<file path="src/rtl/stopwatch_pkg.sv">
// stopwatch_pkg: shared FSM state, BCD digit type and seconds digit limits
package stopwatch_pkg;
  typedef enum logic [1:0] {RUN, PAUSE, ADJUST} state_t;
  typedef logic [3:0] bcd_t;
  localparam bcd_t SEC_ONE_MAX = 4'd9;
  localparam bcd_t SEC_TEN_MAX = 4'd5;
endpackage

</file>
<file path="src/rtl/bcd_mod_counter.sv">
// bcd_mod_counter: two-digit BCD counter wrapping LIMIT->00; carry flags the terminal count
module bcd_mod_counter import stopwatch_pkg::*; #(
  parameter int LIMIT = 59
) (
  input  logic clk,
  input  logic rst,
  input  logic en,
  output bcd_t ones,
  output bcd_t tens,
  output logic carry
);
  localparam bcd_t LIM_ONE = bcd_t'(LIMIT % 10);
  localparam bcd_t LIM_TEN = bcd_t'(LIMIT / 10);
  assign carry = (ones == LIM_ONE) && (tens == LIM_TEN);
  // both digits move together in one edge so no intermediate value is ever visible
  always_ff @(posedge clk) begin
    if (rst) begin
      ones <= '0;
      tens <= '0;
    end else if (en) begin
      ones <= (carry || ones == SEC_ONE_MAX) ? '0 : ones + 4'd1;
      tens <= carry ? '0 : (ones == SEC_ONE_MAX) ? tens + 4'd1 : tens;
    end
  end
endmodule

</file>
<file path="src/rtl/stopwatch_counter.sv">
// stopwatch_counter: MM:SS BCD stopwatch with pause and adjust; STOPWATCH_SATURATE_EN holds at MIN_LIMIT:59
module stopwatch_counter import stopwatch_pkg::*; #(
  parameter int MIN_LIMIT = 59
) (
  input  logic clk,
  input  logic rst,
  input  logic tick_1hz,
  input  logic tick_2hz,
  input  logic adj,
  input  logic sel,
  input  logic pse,
  output bcd_t sec_one,
  output bcd_t sec_ten,
  output bcd_t min_one,
  output bcd_t min_ten,
  output logic paused
);
`ifdef STOPWATCH_SATURATE_EN
  localparam logic SAT = 1'b1;
`else
  localparam logic SAT = 1'b0;
`endif
  state_t state, state_n;
  logic pause_q, pause_n;
  logic run_tick, adj_tick, sec_en, min_en, sec_carry, min_carry;
  // state and pause flag registers
  always_ff @(posedge clk) begin
    if (rst) begin
      state   <= RUN;
      pause_q <= 1'b0;
    end else begin
      state   <= state_n;
      pause_q <= pause_n;
    end
  end
  // pse is dropped while adj is high; the new flag steers the next state so pause lands next cycle
  always_comb begin
    pause_n = pause_q ^ (pse & ~adj);
    state_n = adj ? ADJUST : pause_n ? PAUSE : RUN;
  end
  // digit enables: run ticks ripple into minutes, adjust ticks never carry
  always_comb begin
    run_tick = (state == RUN) && tick_1hz && !(SAT && sec_carry && min_carry);
    adj_tick = (state == ADJUST) && tick_2hz;
    sec_en   = run_tick || (adj_tick && sel);
    min_en   = (run_tick && sec_carry) || (adj_tick && !sel && !(SAT && min_carry));
  end
  assign paused = pause_q;
  bcd_mod_counter #(.LIMIT(int'(SEC_TEN_MAX) * 10 + int'(SEC_ONE_MAX))) u_sec (
    .clk(clk), .rst(rst), .en(sec_en), .ones(sec_one), .tens(sec_ten), .carry(sec_carry)
  );
  bcd_mod_counter #(.LIMIT(MIN_LIMIT)) u_min (
    .clk(clk), .rst(rst), .en(min_en), .ones(min_one), .tens(min_ten), .carry(min_carry)
  );
endmodule

</file>
<file path="config.mk">
export PLATFORM = sky130hd
export DESIGN_NAME = stopwatch_counter
export DESIGN_NICKNAME = d
export VERILOG_FILES = /design/src/rtl/stopwatch_pkg.sv /design/src/rtl/bcd_mod_counter.sv /design/src/rtl/stopwatch_counter.sv
export SDC_FILE = /design/constraint.sdc
export NUM_CORES = 1
export LEC_CHECK = 0
export BUFFER_PORTS_ARGS = -buffer_cell sky130_fd_sc_hd__buf_2
export CAP_MARGIN = 10
export CORE_MARGIN = 2
export CORE_UTILIZATION = 46
export DETAILED_ROUTE_END_ITERATION = 8
export PLACE_DENSITY = 0.79
export RECOVER_POWER = 25
export SLEW_MARGIN = 0
export SYNTH_ARGS = -nofsm -noshare
export SYNTH_HDL_FRONTEND = slang
export SYNTH_HIERARCHICAL = 1
export SYNTH_SLANG_ARGS = --single-unit
</file>
<file path="constraint.sdc">
create_clock -name clk -period 2.23 [get_ports clk]
set_clock_uncertainty 0.2 [all_clocks]
set_input_delay 0.446 -clock clk [delete_from_list [all_inputs] [get_ports clk]]
set_output_delay 0.446 -clock clk [all_outputs]
set_load 0.02 [all_outputs]
</file>
==> qor.yml <==
p_leak_nw: 0.5877
drt_first_pass_iters: 4
clk_latency_ns: 0.30
fmax_mhz: 473.9
io_pins: 24
crit_path_frequent_cell: "nand3b_1"
cp_max_fo: 5
min_to: "state[0]"
vias_per_cell: 5.242
crit_type: "register to register"
port_buffers: 23
clk_pin_slew_ns: 0.12
drv_slew: 0
max_cap_violations: 0
ant_nets: 0
worstReg2RegEnd: "u_min/tens[3]"
grt_pass1_vias: 800
postCtsHoldBufs: 0
grt_max_degree: 15
via_count: 823
crit_path_end_kind: "register"
status: "completed"
nNetsFinal: 146
num_rows: 16
drt_wl_total_um: 1962
drcViolationCount: 0
track_usage_pct: 17.43
final_common_cell: "buf_2"
reg2reg_from: "u_sec/ones[1]"
fin_hold_ws_ns: 0.1779
clock_path_buffers: 2
clock_sinks: 19
areaGrowthSynthToFinish_pct: 22.90
hold_depth: 2
fp.dieW_um: 49.86
worstRegToRegCells: 9
synthCells: 100
die-area_um2: 2486
synth.avg_cell_area_um2: 9.672
cp.arrival_ns: 2.15
fin_tns_setup_ns: 0
final_hold_viol_count: 0
peakVddDrop_uv: 263.0
cp_cell_sequence: "inv_1 > ha_1 > nand3b_1 > nor2_1 > nand3b_1 > a21oi_4 > nand4b_4 > or4_1 > a21oi_1"
cts_buffers: 3
slew_headroom_pct: 79.47
drt_iter0_drc: 3
num-fill-cells: 178
final_cell_mix: "buf_2 (22), dfxtp_1 (16), nor2_1 (10)"
cp_data_required_time_ns: 2.27
finalPower_mw: 0.6086
die_h_um: 49.86
post_cts_buffers: 0
tightest_slew_ns: 0.3079
grt-ovfl-total: 0
cp_top_family: "simple AND/OR/NAND/NOR gates"
yosysWarningCount: 6
crit_buf_inv: 1
wl_per_cell_um: 12.50
synthesis.nets: 115
htreeDepth: 1
root_buffer: "clkbuf_4"
r2r_slack_ns: 0.12
place_congestion: 0.7646
setup_viol: 0
grt_pass1_wl_um: 3374
rsz0062_at_grt: "false"
core-area_um2: 1982
drive_gt1_share_pct: 30.77
hold_start: "adj"
post-route-period-util_pct: 94.63
cts_tree: "yes"
hp-class: "input port to register"
fin_crit_ns: 2.110
dpl.hpwl_um: 1493
num_antenna_cells: 0
cts_resized: 0
cpMaxStageDelayCell: "or4_1"
power_density_nw_per_um2: 512.0
slowest_delay_ns: 0.47
start_util_pct: 48.80
antenna_found_initial: 0
startpoint_type: "register"
syn-cell-area_um2: 967.2
==> through the flow <==
stage                     worst slack (ns)  std cells  utilization, %  cell area (µm²)
after detailed placement           0.09282        153           58.14             1152
after global routing              0.003248        157           59.97             1189
final                               0.1197        157           59.97             1189
after CTS                          0.06775        157           59.53             1180
after floorplan                    0.02201        100               -            980.9
after global placement              0.1652        153           58.14             1152
==> power by group <==
part	internal [mW]	switching (mW)	total, mW
clock network	0.0667	0.111	0.178
registers	0.348	0.0116	0.360
logic	0.0299	0.0411	0.0711
total	0.445	0.164	0.609
==> flip-flops by register name (all words and copies together), names as in the netlist <==
signal,cells
u_min/ones,4
u_min/tens,4
u_sec/ones,4
u_sec/tens,4
state,2
paused,1
==> layout make-up <==
class | instances | area [µm²] | area share, %
Inverter | 6 | 22.52 | 1.895
Clock buffer | 3 | 22.52 | 1.895
Sequential cell | 19 | 386.6 | 32.53
Timing Repair Buffer | 26 | 136.4 | 11.47
Tap cell | 27 | 33.78 | 2.842
Multi-Input combinational cell | 75 | 581.8 | 48.95
Clock inverter | 1 | 5.005 | 0.4211
==> metal layers <==
layer | track usage (%) | up-vias | wire (µm)
met3 | 3.030 | 2 | 89
met1 | 20.27 | 389 | 857
met4 | 6.944 | 0 | 13
li1 | - | 414 | -
met5 | 0 | - | 0
met2 | 31.33 | 18 | 1001
==> how the worst max path moves through the flow <==
stage | start | end | slack [ns] | cells after the start
after floorplan | u_sec/ones[1] | u_min/tens[3] | 0.02 | 9
after global placement | u_sec/tens[1] | u_min/tens[3] | 0.17 | 9
after detailed placement | u_sec/tens[1] | u_min/tens[3] | 0.09 | 9
after CTS | u_sec/tens[1] | u_min/tens[3] | 0.07 | 9
after global routing | u_sec/tens[1] | u_min/tens[3] | 0.003 | 9
final | u_sec/ones[1] | u_min/tens[3] | 0.12 | 9
(Power assumes the default switching activity.)
